`src/rtl/vend_pkg.sv`:
```
// Shared coin encodings, coin values and dispenser FSM states.
package vend_pkg;

   typedef enum logic [1:0] {
      COIN_NICKEL  = 2'b00,
      COIN_DIME    = 2'b01,
      COIN_QUARTER = 2'b10
   } coin_t;

   localparam logic [7:0] VAL_NICKEL  = 8'd5;
   localparam logic [7:0] VAL_DIME    = 8'd10;
   localparam logic [7:0] VAL_QUARTER = 8'd25;

   typedef enum logic [1:0] {
      ST_IDLE,
      ST_SELECT,
      ST_EJECT,
      ST_FINISH
   } state_t;

   function automatic logic [7:0] coin_value(input coin_t c);
      case (c)
         COIN_NICKEL:  return VAL_NICKEL;
         COIN_DIME:    return VAL_DIME;
         COIN_QUARTER: return VAL_QUARTER;
         default:      return 8'd0;
      endcase
   endfunction

endpackage

```
`src/rtl/coin_tube.sv`:
```
// One denomination tube: 6-bit coin count, loaded to TUBE_MAX on reset/refill,
// decremented per dispensed coin and saturating at zero.
module coin_tube #(
   parameter int TUBE_MAX = 20
) (
   input  logic i_clk,
   input  logic i_rst_n,
   input  logic i_load,
   input  logic i_dec,
   output logic o_empty
);

   logic [5:0] r_count;

   always_ff @(posedge i_clk) begin
      if (!i_rst_n || i_load) begin
         r_count <= 6'(TUBE_MAX);
      end else if (i_dec && (r_count != 6'd0)) begin
         r_count <= r_count - 6'd1;
      end
   end

   assign o_empty = (r_count == 6'd0);

endmodule

```
`src/rtl/change_dispenser.sv`:
```
// Greedy change dispenser: pays out quarters, dimes, nickels from finite tubes
// through a handshaked ejector, with ack timeout and short-change reporting.
module change_dispenser
   import vend_pkg::*;
#(
   parameter int TUBE_MAX    = 20,
   parameter int ACK_TIMEOUT = 200
) (
   input  logic       i_clk,
   input  logic       i_rst_n,
   input  logic       i_start,
   input  logic [7:0] i_amount,
   input  logic       i_coin_ack,
   input  logic       i_refill,
   output logic       o_coin_valid,
   output logic [1:0] o_coin_type,
   output logic       o_done,
   output logic       o_short,
   output logic       o_busy,
   output logic [7:0] o_remaining
);

   state_t     r_state;
   coin_t      r_coin_type;
   logic [7:0] r_remaining;
   logic [7:0] r_ack_cnt;
   logic       r_coin_valid;
   logic       r_done;
   logic       r_short;

   logic w_refill;
   logic w_ack;
   logic w_empty_n, w_empty_d, w_empty_q;
   logic w_can_n, w_can_d, w_can_q;

   // Tubes only reload while idle, and only count a coin the ejector took.
   assign w_refill = (r_state == ST_IDLE) && i_refill;
   assign w_ack    = (r_state == ST_EJECT) && i_coin_ack;

   coin_tube #(.TUBE_MAX(TUBE_MAX)) u_tube_nickel (
      .i_clk   (i_clk),
      .i_rst_n (i_rst_n),
      .i_load  (w_refill),
      .i_dec   (w_ack && (r_coin_type == COIN_NICKEL)),
      .o_empty (w_empty_n)
   );

   coin_tube #(.TUBE_MAX(TUBE_MAX)) u_tube_dime (
      .i_clk   (i_clk),
      .i_rst_n (i_rst_n),
      .i_load  (w_refill),
      .i_dec   (w_ack && (r_coin_type == COIN_DIME)),
      .o_empty (w_empty_d)
   );

   coin_tube #(.TUBE_MAX(TUBE_MAX)) u_tube_quarter (
      .i_clk   (i_clk),
      .i_rst_n (i_rst_n),
      .i_load  (w_refill),
      .i_dec   (w_ack && (r_coin_type == COIN_QUARTER)),
      .o_empty (w_empty_q)
   );

   assign w_can_q = !w_empty_q && (r_remaining >= VAL_QUARTER);
   assign w_can_d = !w_empty_d && (r_remaining >= VAL_DIME);
   assign w_can_n = !w_empty_n && (r_remaining >= VAL_NICKEL);

   always_ff @(posedge i_clk) begin
      if (!i_rst_n) begin
         r_state      <= ST_IDLE;
         r_coin_type  <= COIN_NICKEL;
         r_remaining  <= 8'd0;
         r_ack_cnt    <= 8'd0;
         r_coin_valid <= 1'b0;
         r_done       <= 1'b0;
         r_short      <= 1'b0;
      end else begin
         case (r_state)
            ST_IDLE: begin
               if (i_start && !r_done) begin
                  r_remaining <= i_amount;
                  r_ack_cnt   <= 8'd0;
                  r_state     <= ST_SELECT;
               end
            end
            ST_SELECT: begin
               r_ack_cnt <= 8'd0;
               if (w_can_q || w_can_d || w_can_n) begin
                  r_coin_type  <= w_can_q ? COIN_QUARTER :
                                  w_can_d ? COIN_DIME : COIN_NICKEL;
                  r_coin_valid <= 1'b1;
                  r_state      <= ST_EJECT;
               end else begin
                  r_done  <= 1'b1;
                  r_short <= (r_remaining != 8'd0);
                  r_state <= ST_FINISH;
               end
            end
            ST_EJECT: begin
               // Selection guarantees value <= remaining, so no underflow here.
               if (i_coin_ack) begin
                  r_remaining  <= r_remaining - coin_value(r_coin_type);
                  r_coin_valid <= 1'b0;
                  r_state      <= ST_SELECT;
               end else if (r_ack_cnt == 8'(ACK_TIMEOUT - 1)) begin
                  r_coin_valid <= 1'b0;
                  r_done       <= 1'b1;
                  r_short      <= (r_remaining != 8'd0);
                  r_state      <= ST_FINISH;
               end else begin
                  r_ack_cnt <= r_ack_cnt + 8'd1;
               end
            end
            ST_FINISH: begin
               if (!i_start) begin
                  r_done  <= 1'b0;
                  r_short <= 1'b0;
                  r_state <= ST_IDLE;
               end
            end
            default: r_state <= ST_IDLE;
         endcase
      end
   end

   assign o_coin_valid = r_coin_valid;
   assign o_coin_type  = r_coin_type;
   assign o_done       = r_done;
   assign o_short      = r_short;
   assign o_busy       = (r_state != ST_IDLE);
   assign o_remaining  = r_remaining;

endmodule

```
`config.mk`:
```
export PLATFORM = sky130hd
export DESIGN_NAME = change_dispenser
export DESIGN_NICKNAME = d
export VERILOG_FILES = /design/src/rtl/vend_pkg.sv /design/src/rtl/coin_tube.sv /design/src/rtl/change_dispenser.sv
export SDC_FILE = /design/constraint.sdc
export NUM_CORES = 1
export LEC_CHECK = 0
export CORE_MARGIN = 5
export CORE_UTILIZATION = 47
export DETAILED_ROUTE_END_ITERATION = 8
export PLACE_DENSITY = 0.79
export SLEW_MARGIN = 20
export SYNTH_ARGS = -nofsm -noshare
export SYNTH_HDL_FRONTEND = slang
export SYNTH_SLANG_ARGS = --single-unit
export TNS_END_PERCENT = 30
```
`constraint.sdc`:
```
create_clock -name i_clk -period 5.3 [get_ports i_clk]
set_input_delay 1.06 -clock i_clk [delete_from_list [all_inputs] [get_ports i_clk]]
set_output_delay 1.06 -clock i_clk [all_outputs]
set_load 0.05 [all_outputs]
```
---- Yosys cells after proc, flatten, opt, wreduce, memory -nomap -nowiden ----
Cells that the tools add are included.
W data, S select, Z words.
word-level totals
  flip-flop bits (word level) ............. 41
  latch bits .............................. 0
  bits in writable memories ............... 0
  memory bits (read-only) ................. 0
  bits of input ports ..................... 13
  output and inout port bits .............. 14
  word-level logic and storage cells ...... 105
  memories kept ........................... 0
cells by class
  $add $sub $neg .......................... 5
  $mul .................................... 0
  div/mod/pow operators ................... 0
  magnitude comparators ................... 3
  eq/ne operators ......................... 15
  shift operators ......................... 0
  mux-type cells .......................... 32
  bitwise gates (word level) .............. 0
  reductions and logical operators ........ 40
operator list
  cell                   count
  $mux W8                8
  $pmux W8 S3            1
  $logic_not A6 Y1       3
  $reduce_bool A6 Y1     3
  $sub A6 B1 Y6 const B  3
  $pmux W8 S2            1
  $pmux W5 S3            1
  $logic_and A1 B1 Y1    12
  $mux W1                12
  $ne A2 B2 Y1 const B   6
  $mux W2                5
  $reduce_and A3 Y1      3
  $add A8 B1 Y8 const B  1
  $eq A8 B8 Y1 const B   1
  $ge A8 B3 Y1 const B   1
  $ge A8 B4 Y1 const B   1
  $ge A8 B5 Y1 const B   1
  $pmux W2 S4            1
  $reduce_bool A8 Y1     1
  $sub A8 B8 Y8          1
  $eq A2 B2 Y1 const B   3
  $pmux W1 S3            2
  $reduce_bool A2 Y1     3
  $reduce_bool A3 Y1     2
  10 further kinds       19

---- Depth between registers and ports, before layout ----
Gate-level depths: netlist of run 1.
  depth after elaboration ................. 8
  depth in mapped cells ................... 12
  mapped depth without buffers ............ 12

---- Modules after synthesis ----
From an unflattened synthesis of run 1, not the netlist that was laid out.
unflattened totals
  cell total of the unflattened synthesis .. 302
  area total of the unflattened synthesis .. 2582.5 µm²
by module, submodules not included
  module            times used  cells each  area each (µm²)  seq. area each (µm²)
  change_dispenser  1           188         1591.5           460.4
  coin_tube         3           38          330.3            120.1

---- Least setup slack after synthesis of run 1 ----
Ideal clock, no wire load.
  path kind ............................... reg-to-reg
  start ................................... reg r_coin_type[1], in the netlist o_coin_type[1]
  end ..................................... reg r_remaining[6], in the netlist o_remaining[6]
  library setup time ...................... 0.115 ns
  data arrival time ....................... 2.406 ns
  data required time ...................... 5.185 ns
  setup slack ............................. 2.780 ns
  stages on the path, launching flop included .. 12
  buffers on the path ..................... 0
  clock period less this slack ............ 2.520 ns
  cell sequence ........................... dfxtp_1 ha_1 nor2_1 nor2_1 ha_1 inv_1 fa_1 a21o_1 a21oi_1 o21ai_0 mux2i_1 o21a_1
on the way
  word-level cells in the longest chain between the ends .. 8
  elaborated cells between the ends (all ways) .. 10
  those cells by class .................... 1 x add/sub; 2 x eq/ne; 6 x mux; 1 x reduce/logical
ends and longest elaborated chain
  item                                  line                     text
  start: declaration                    change_dispenser.sv:24   coin_t r_coin_type;
  start signal: assignment              change_dispenser.sv:89   r_coin_type <= w_can_q ? COIN_QUARTER :
  $eq A2 B2 Y1 (tied with other cells)  vend_pkg.sv:22           case (c)
  $pmux W5 S3 (*)                       vend_pkg.sv:22
  $mux W8 (*)                           change_dispenser.sv:101  if (i_coin_ack) begin
  $mux W8 (*)                           change_dispenser.sv:78   case (r_state)
  $mux W8 (*)                           change_dispenser.sv:69   if (!i_rst_n) begin
  $sub A8 B8 Y8 (*)                     change_dispenser.sv:102  r_remaining <= r_remaining - coin_value(r_coin_type);
  $mux W8 (*)                           change_dispenser.sv:101
  $pmux W8 S2 (*)                       change_dispenser.sv:78
  end signal: assignment                change_dispenser.sv:81   r_remaining <= i_amount;
  end signal: assignment                change_dispenser.sv:102
  end: declaration                      change_dispenser.sv:25   logic [7:0] r_remaining;
Every way passes the cells marked *; elsewhere a longest branch is shown, timed or not. The select of a mux whose other input is x is not followed.
A chain may end at the register's enable or synchronous reset.

---- Worst setup path after layout of run 1 ----
  start ................................... reg r_state[0]
  end ..................................... out o_busy
on the way
  word-level cells in the longest chain between the ends .. 1
ends and longest elaborated chain
  item                      line                     text
  start: declaration        change_dispenser.sv:23   state_t r_state;
  start signal: assignment  change_dispenser.sv:70   r_state <= ST_IDLE;
  start signal: assignment  change_dispenser.sv:83   r_state <= ST_SELECT;
  start signal: assignment  change_dispenser.sv:92   r_state <= ST_EJECT;
  $reduce_bool A2 Y1        change_dispenser.sv:130  assign o_busy = (r_state != ST_IDLE);
  end: declaration          change_dispenser.sv:19   output logic o_busy,
No other way between the ends.

==> results by group, run 1 <==
Die
  – Die extent in x: 82.7 um
  – IO Pins: 27
  – DIE AREA: 6840 sq um
  – Core area: 5110 sq um
  – Starting density of the core: 48.7%
  – Die Ht: 82.7 um
  – Cell Rows: 26

Placed design
  – # port buffers: 26
  – Dpl ws: 2070 ps
  – DP Wirelength: 4170 um
  – Placer congestion estimate: 0.934

Clock tree
  – # resized after CTS: 0
  – Clock Latency Late Sink: 290 ps
  – CTS Buf Count: 5
  – CTS tree: yes
  – Total clock sinks: 41
  – Worst-path clk slew: 80 ps
  – Clock Tree Root: clkbuf_8
  – Clk buf depth: 2
  – Htree depth: 2
  – CTS Hold Bufs: 0
  – Post-CTS Repair Setup Buffers: 0

GRT
  – Vias in the first global route: 2119
  – Total track usage: 17.7%
  – Wire length of the first global-routing pass: 9540 um
  – Largest net degree at the start of global routing: 17
  – Gr ovfl total: 0
  – Initial antenna violation count: 0

Logic synthesis
  – Netlist cell types: 54
  – Post-synth EDFFs: 0
  – Register area share after synthesis: 33.0%
  – Leading area contributor after synthesis: dfxtp_1
  – Commonest cells post-synth: 41 x dfxtp_1, 37 x nand2_1, 32 x nor2_1
  – Synth Flop Type: dfxtp_1
  – Synth top area share: 33.0%
  – Yosys warns: 0
  – Cell area after synthesis: 2490 sq um
  – Area contributors post-synth: dfxtp_1 33%, ha_1 9.1%, nand2_1 5.6%, nor2_1 4.8%, xnor2_1 4.6%
  – Async set-reset flop share out of synthesis: 0%
  – Synth Register Bits: 41
  – Avg Inst Size Synth: 8.02 sq um
  – Most instantiated library cell after synthesis: dfxtp_1
  – Synth Instances: 310
  – Total nets after synthesis: 342

Critical path
  – Worst-case reg-to-reg path depth: 12
  – Critical Path End Type: output pin
  – Critical Path, Cell by Cell: nor2_1 > inv_1 > clkdlybuf4s50_1
  – Critical path's largest stage delay: 800 ps
  – Critical Path RT: 4240 ps
  – CP arrival: 1910 ps
  – Crit path kind: register to output pin
  – Crit path max fanout: 13
  – Startpoint types: register
  – Crit path max-delay cell type: clkdlybuf4s50_1

Timing
  – Clk_skew: 9.70 ps
  – RSZ-0062 raised after global routing: no
  – Slew Viols, Final: 0
  – Final Critical Period: 2970 ps
  – # setup viols final: 0
  – Rel. slew slack: 54.7%
  – Final setup TNS: 0 ps
  – Worst setup margin: 2330 ps
  – Max Freq: 337 MHz
  – Fin crit share: 56.0%
  – Hold Vio Cnt, Final: 0
  – Slew @ Worst Pin: 677 ps

Routing
  – Post-route DRC: 0
  – Initial drt markers: 113
  – WL/cell: 13.6 um
  – Vias post-DR: 2218
  – DR pass1 iterations: 4
  – Vias per cell: 5.45
  – Routed WL: 5550 um
  – Detail Route Antenna Nets: 0

Finish
  – Antenna diodes: 0
  – Fill cells: 486
  – # nets final: 368
  – Share of layout cells above drive strength 1: 3.26%
  – Synth-to-Final Area Change: 16.2%

Power
  – Peak VDD IR: 0.350 mV
  – Lkg Pwr: 1.00 nW
  – Power per cell area: 384 nW/um^2

Status
  – Status: finished, final reports clean

Min path
  – Worst min path class: register to register
  – Hold path cells: 2

Run
  – Max cap viols: 0
[cells in the final DEF, fill, tap and decap left out, types with 3 or more instances in the layout]
cell / instances
clkbuf_8: 5
nand3_1: 17
a21oi_1: 21
nor4_1: 4
nor2b_1: 3
nand2_1: 37
a211oi_1: 7
nand4_1: 4
mux2i_1: 3
ha_1: 18
o31ai_1: 3
dfxtp_1: 41
xnor2_1: 13
xor2_1: 6
or4_1: 3
nor2_1: 32
nor3_1: 7
clkdlybuf4s50_1: 26
inv_1: 22
o21a_1: 4
o21ai_0: 16
[per-stage QoR]
stage / power (W) / hold slack (ps) / cell area, sq um / util, % / std cells
after floorplan: 0.000774 / 440 / 2490 / - / 310
after global placement: 0.000905 / 450 / 2810 / 54.9 / 399
after detailed placement: 0.000914 / 454 / 2810 / 54.9 / 399
after CTS: 0.00111 / 474 / 2890 / 56.5 / 407
after global routing: 0.00119 / 511 / 2890 / 56.5 / 407
final: 0.00111 / 470 / 2890 / 56.5 / 407
[cell families (layout without fill, tap and decap cells)]
| kind of cell | count (synthesis) | count (layout) | synth area share, % |
|---|---|---|---|
| buffers and inverters | 30 | 57 | 4.63 |
| AND/OR/NAND/NOR | 124 | 124 | 24.5 |
| flip-flops | 41 | 41 | 33.0 |
| multiplexers | 3 | 3 | 1.21 |
| adder cells (fa/ha/maj) | 19 | 19 | 9.86 |
| AO/OA/AOI/OAI | 74 | 74 | 20.1 |
| XOR/XNOR | 19 | 19 | 6.69 |
[cell type report]
type,count,area [sq um],share of cell area (%)
Tap cell,70,87.6,3.03
Multi-Input combinational cell,239,1550,53.7
Timing Repair Buffer,26,260,9.01
Sequential cell,41,821,28.4
Clock inverter,2,10.0,0.347
Inverter,23,86.3,2.99
Clock buffer,6,72.6,2.51
[flip-flops by register name (all words and copies together) (netlist names)]
name / count
o_coin_type: 2
u_tube_quarter.r_count: 6
o_done: 1
o_short: 1
o_remaining: 8
r_ack_cnt: 8
r_state: 2
u_tube_nickel.r_count: 6
u_tube_dime.r_count: 6
o_coin_valid: 1
[layer usage]
layer | track usage [%] | share of wire (%)
met1 | 23.1 | 48
met2 | 29.5 | 46
met3 | 3.04 | 4.0
met4 | 5.88 | 1.3
met5 | 0 | 0
[worst paths after layout]
path | from | endpoint | slack (ps)
setup / recovery | r_state[0] | o_busy | 2330
hold reg to reg | o_short | o_short | 470
setup reg to reg | o_coin_type[0] | o_remaining[6] | 2850
hold / removal | o_short | o_short | 470
[where the power goes]
group / switching (W) / total [W] / internal [W] / leakage (nW)
registers: 0.0000558 / 0.000397 / 0.000341 / 0.333
clock network: 0.000106 / 0.000197 / 0.0000913 / 0.0450
logic: 0.000323 / 0.000514 / 0.000192 / 0.624
total: 0.000484 / 0.00111 / 0.000625 / 1.00
[critical path, delay by kind of cell (launching register included)]
kind,cells,cell delay (ps)
and+or+nand+nor,1,160
buffers and inverters,2,890
DFF,1,570
Note: power is estimated with default switching activity, not from simulation.
==> run 2: changes to the inputs <==
- PLACE_DENSITY: 0.79 -> 0.82
- clock period: 5.3 -> 2.72 ns (I/O delays scaled with it)
==> run 2 against run 1 <==
Against the previous run:
- critical path depth is the same
- non-clock buffer count grew 7
- flip-flop and latch count is the same
- setup slack lost 2100 ps
- core utilization grew 1.0 points
- first-iteration DRC count grew 22%
- via count grew 3.5%
- worst hold slack lost 7.2 ps
- clock skew shrank 2.0 ps
- critical path type unchanged
- largest cell class unchanged
- highest routed layer unchanged
==> results by group, run 2 (synthesis results as in run 1) <==
Finish
  – Register Area: 821 sq um
  – Fill cells: 492
  – Finished Core Util: 57.6%
  – Multi-input logic area: 1550 sq um
  – Post-route cell area: 2940 sq um
  – Antenna diodes: 0
  – Synth-to-Final Area Change: 18.3%
  – # nets final: 375
  – Commonest non-fill, non-tap cells in the layout: 41 x dfxtp_1, 37 x nand2_1, 32 x nor2_1
  – Share of layout cells above drive strength 1: 5.23%
  – Commonest non-fill, non-tap cell in the layout: dfxtp_1

Timing
  – Slew Viols, Final: 0
  – Final Critical Period: 2470 ps
  – Hold Vio Cnt, Final: 0
  – Max Freq: 405 MHz
  – Fin crit share: 90.8%
  – Final setup TNS: 0 ps
  – Clk_skew: 7.66 ps
  – RSZ-0062 raised after global routing: no
  – Slew @ Worst Pin: 655 ps
  – # setup viols final: 0
  – Rel. slew slack: 56.1%

Status
  – Status: finished, final reports clean

Placed design
  – DP Wirelength: 4480 um
  – # port buffers: 26
  – Placer congestion estimate: 0.857
  – Post-DP Area: 2860 sq um

Die
  – Cell Rows: 26
  – Core area: 5110 sq um
  – Die Ht: 82.7 um
  – DIE AREA: 6840 sq um
  – Die extent in x: 82.7 um
  – Starting density of the core: 48.7%
  – IO Pins: 27

Power
  – Peak VDD IR: 0.562 mV
  – Power per cell area: 752 nW/um^2
  – Lkg Pwr: 1.04 nW
  – Design Power: 0.00221 W

Min path
  – Worst min path class: register to register
  – Worst Hold End: u_tube_dime.r_count[0]
  – Hold path cells: 2
  – HP Start: u_tube_dime.r_count[0]

Routing
  – Initial drt markers: 138
  – Post-route DRC: 0
  – Detail Route Antenna Nets: 0
  – DR pass1 iterations: 4
  – Vias per cell: 5.54
  – Routed WL: 6010 um
  – Vias post-DR: 2295
  – WL/cell: 14.5 um

GRT
  – Wire length of the first global-routing pass: 10400 um
  – Vias in the first global route: 2303
  – Gr ovfl total: 0
  – Largest net degree at the start of global routing: 15
  – Total track usage: 19.9%
  – Initial antenna violation count: 0

Critical path
  – Critical Path End Type: output pin
  – Worst R2R End: o_remaining[6]
  – Crit path kind: register to output pin
  – CP arrival: 1930 ps
  – Crit path max fanout: 13
  – Startpoint types: register
  – Critical Path RT: 2180 ps
  – Worst-case reg-to-reg path depth: 12
  – RR Startpoint: o_coin_type[0]
  – R2R Setup Slk: 280 ps

Clock tree
  – Clk buf depth: 2
  – CTS Buf Count: 5
  – CTS Hold Bufs: 0
  – Htree depth: 2
  – # resized after CTS: 0
  – Worst-path clk slew: 80 ps
  – Post-CTS Repair Setup Buffers: 0
  – Clock Tree Root: clkbuf_8
  – Total clock sinks: 41
  – CTS tree: yes
  – Clock Latency Late Sink: 300 ps

Run
  – Max cap viols: 0
## run 2: worst max path at each step
| stage | start | to | slack, ps | cells past startpoint |
|---|---|---|---|---|
| finish | r_state[0] | o_busy | 250 | 3 |
| global route | o_coin_type[1] | o_remaining[6] | 80 | 12 |
| CTS | r_state[1] | o_busy | 250 | 3 |
| detailed placement | i_start | o_remaining[7] | 230 | 6 |
| global placement | i_start | o_remaining[7] | 350 | 6 |
| floorplan | o_coin_type[1] | o_remaining[6] | 200 | 11 |
## run 2: layout make-up
class	instances	area share (%)
Multi-Input combinational cell	239	52.7
Sequential cell	41	27.9
Timing Repair Buffer	33	10.6
Tap cell	70	2.98
Inverter	23	2.94
Clock buffer	6	2.47
Clock inverter	2	0.340
## run 2: power breakdown
group          switching (W)  internal [W]  total [W]
Sequential          0.000112      0.000665   0.000777
Clock               0.000208      0.000178   0.000386
Combinational       0.000656      0.000393    0.00105
## run 2: critical path, stage by stage, from the launching register on
cell and delay [ps]:
dfxtp_1 590, nor2_1 150, inv_1 90, clkdlybuf4s50_1 790
## run 2: through the flow
step / setup WS [ps] / instances / hold WS [ps]
after floorplan: 200 / 310 / 440
after global placement: 346 / 406 / 454
after detailed placement: 232 / 406 / 460
after CTS: 249 / 414 / 471
after global routing: 83.9 / 414 / 496
final: 250 / 414 / 463
## run 2: per-layer routing
| layer | share of wire, % | GRT usage [%] | up-vias | routed length, um |
|---|---|---|---|---|
| li1 | - | - | 1172 | - |
| met1 | 45 | 24.2 | 1049 | 2700 |
| met2 | 47 | 33.3 | 56 | 2840 |
| met3 | 5.0 | 4.12 | 18 | 298 |
| met4 | 2.9 | 9.31 | 0 | 174 |
| met5 | 0 | 0 | - | 0 |
==> run 3: changes to the inputs <==
- ABC_AREA: not set -> 1
- CORE_ASPECT_RATIO: not set -> 1.25
==> run 3 against run 2 <==
Against the previous run:
- setup slack improved by 210 ps
- largest cell class unchanged
- largest power group unchanged
- worst hold slack better by 7.4 ps
- via count is 7.5% higher
- register-to-register slack improved by 250 ps
==> results by group, run 3 <==
Placed design
  – DP Wirelength: 4370 um
  – # port buffers: 26
  – Post-DP Area: 2870 sq um
  – Dpl ws: 541 ps
  – Placer congestion estimate: 0.904

Critical path
  – Crit path kind: register to output pin
  – Critical path's largest stage delay: 800 ps
  – Critical Path RT: 2180 ps
  – Critical Path End Type: output pin
  – Crit path max fanout: 6
  – CP arrival: 1720 ps
  – R2R Setup Slk: 530 ps
  – Startpoint types: register
  – Worst-case reg-to-reg path depth: 13
  – Crit path max-delay cell type: clkdlybuf4s50_1
  – Critical Path, Cell by Cell: nor2_2 > inv_1 > clkdlybuf4s50_1

Logic synthesis
  – Netlist cell types: 34
  – Yosys warns: 0
  – Total nets after synthesis: 406
  – Register area share after synthesis: 32.1%
  – Synth top area share: 32.1%
  – Commonest cells post-synth: 71 x nand2_1, 53 x inv_1, 41 x dfxtp_1, 41 x nor2_1, 39 x a21oi_1
  – Synth Register Bits: 41
  – Synth Flop Type: dfxtp_1
  – Synth Instances: 374
  – Post-synth EDFFs: 0
  – Most instantiated library cell after synthesis: nand2_1
  – Async set-reset flop share out of synthesis: 0%
  – Leading area contributor after synthesis: dfxtp_1
  – Cell area after synthesis: 2560 sq um
  – Avg Inst Size Synth: 6.83 sq um
  – Area contributors post-synth: dfxtp_1 32%, nand2_1 10%, ha_1 8.8%, inv_1 7.8%, a21oi_1 7.6%

Power
  – NetSw: 0.00158 W
  – Power per cell area: 1060 nW/um^2
  – Net Sw Frac: 49.8%
  – Peak VDD IR: 0.318 mV
  – Sequential Power Share: 26.6%
  – Combinational power share: 57.7%
  – Lkg Pwr: 1.27 nW
  – Internal Pwr Total: 0.00160 W
  – Design Power: 0.00318 W
  – Clock power frac: 15.7%

Min path
  – Worst min path class: register to register
  – Hold path cells: 2

Clock tree
  – Clock Tree Root: clkbuf_8
  – Htree depth: 2
  – CTS Buf Count: 5
  – Clock Latency Late Sink: 290 ps
  – CTS tree: yes
  – CTS Hold Bufs: 0
  – Post-CTS Repair Setup Buffers: 0
  – # resized after CTS: 0
  – Clk buf depth: 2
  – Total clock sinks: 41
  – Worst-path clk slew: 80 ps

Routing
  – DR pass1 iterations: 5
  – Detail Route Antenna Nets: 0
  – Initial drt markers: 93
  – Routed WL: 5770 um
  – Vias per cell: 5.27
  – WL/cell: 12.3 um
  – Vias post-DR: 2466
  – Post-route DRC: 0

Timing
  – Worst setup margin: 457 ps
  – Hold Vio Cnt, Final: 0
  – RSZ-0062 raised after global routing: no
  – Slew Viols, Final: 0
  – Rel. slew slack: 64.7%
  – Final Critical Period: 2260 ps
  – Fin crit share: 83.2%
  – Slew @ Worst Pin: 527 ps
  – Max Freq: 442 MHz
  – Final setup TNS: 0 ps
  – # setup viols final: 0
  – Clk_skew: 3.07 ps

Finish
  – Share of layout cells above drive strength 1: 8.42%
  – Synth-to-Final Area Change: 16.9%
  – Post-route cell area: 2990 sq um
  – Multi-input logic area: 1470 sq um
  – Finished Core Util: 55.7%
  – Commonest non-fill, non-tap cell in the layout: nand2_1
  – Register Area: 821 sq um
  – Fill cells: 503
  – Antenna diodes: 0
  – # nets final: 435
  – Commonest non-fill, non-tap cells in the layout: 71 x nand2_1, 53 x inv_1, 41 x nor2_1, 41 x dfxtp_1, 39 x a21oi_1

GRT
  – Wire length of the first global-routing pass: 9800 um
  – Gr ovfl total: 0
  – Total track usage: 16.5%
  – Initial antenna violation count: 0
  – Largest net degree at the start of global routing: 15
  – Vias in the first global route: 2315

Die
  – Starting density of the core: 47.6%
  – Cell Rows: 30
  – DIE AREA: 7020 sq um
  – Die Ht: 92.5 um
  – Die extent in x: 76.0 um
  – Core area: 5370 sq um
  – IO Pins: 27

Run
  – Max cap viols: 0

Status
  – Status: finished, final reports clean
[run 3: cell types whose count changed in the layout (fill, tap and decap cells not counted), moves of 11 or more]
| cell | change |
|---|---|
| a21oi_1 | +18 |
| inv_1 | +31 |
| nand2_1 | +34 |
| nand3_1 | +11 |
| xnor2_1 | -12 |
[run 3: worst paths after layout]
check	endpoint	startpoint
hold reg to reg	u_tube_quarter.r_count[5]	u_tube_quarter.r_count[5]
hold / removal	u_tube_quarter.r_count[5]	u_tube_quarter.r_count[5]
setup reg to reg	o_remaining[6]	o_coin_type[0]
setup / recovery	o_busy	r_state[1]
[run 3: area by class of cell]
class                   count  area share (%)
clock inverters             3            1.55
repair buffers             28            9.21
multi-input cells         267            49.2
flip-flops and latches     41            27.5
clock buffers               5            2.30
well taps                  64            2.68
inverters                  60            7.58
[run 3: power by group through the flow]
stage | clock network (W) | logic [W] | registers (W)
after CTS | 0.000509 | 0.00183 | 0.000846
after detailed placement | 0 | 0.00181 | 0.000860
after floorplan | 0 | 0.00116 | 0.00109
final | 0.000500 | 0.00183 | 0.000845
after global routing | 0.000537 | 0.00204 | 0.000871
after global placement | 0 | 0.00178 | 0.000856
[run 3: worst max-delay path, delay by kind of cell, from the launching register on]
kind | cells | cell delay [ps]
buf+inv | 2 | 880
flops | 1 | 450
simple gates | 1 | 100
[run 3: kinds of logic after synthesis]
family | Yosys count | synth area share (%)
and+or+nand+nor | 169 | 30.8
AOI/OAI and AO/OA | 72 | 14.7
buffers and inverters | 66 | 10.4
DFF | 41 | 32.1
adders and majority gates | 19 | 9.59
xor gates and xnor gates | 7 | 2.40
[run 3: metal layers]
metal / share of wire (%) / track usage, %
met5: 0 / 0
met4: 1.4 / 6.53
met3: 4.9 / 4.86
met2: 51 / 29.5
met1: 42 / 18.1
[run 3: metrics by stage]
step	hold WS, ps	std cells
after floorplan	428	374
after global placement	439	460
after detailed placement	453	460
after CTS	471	468
after global routing	493	468
final	471	468
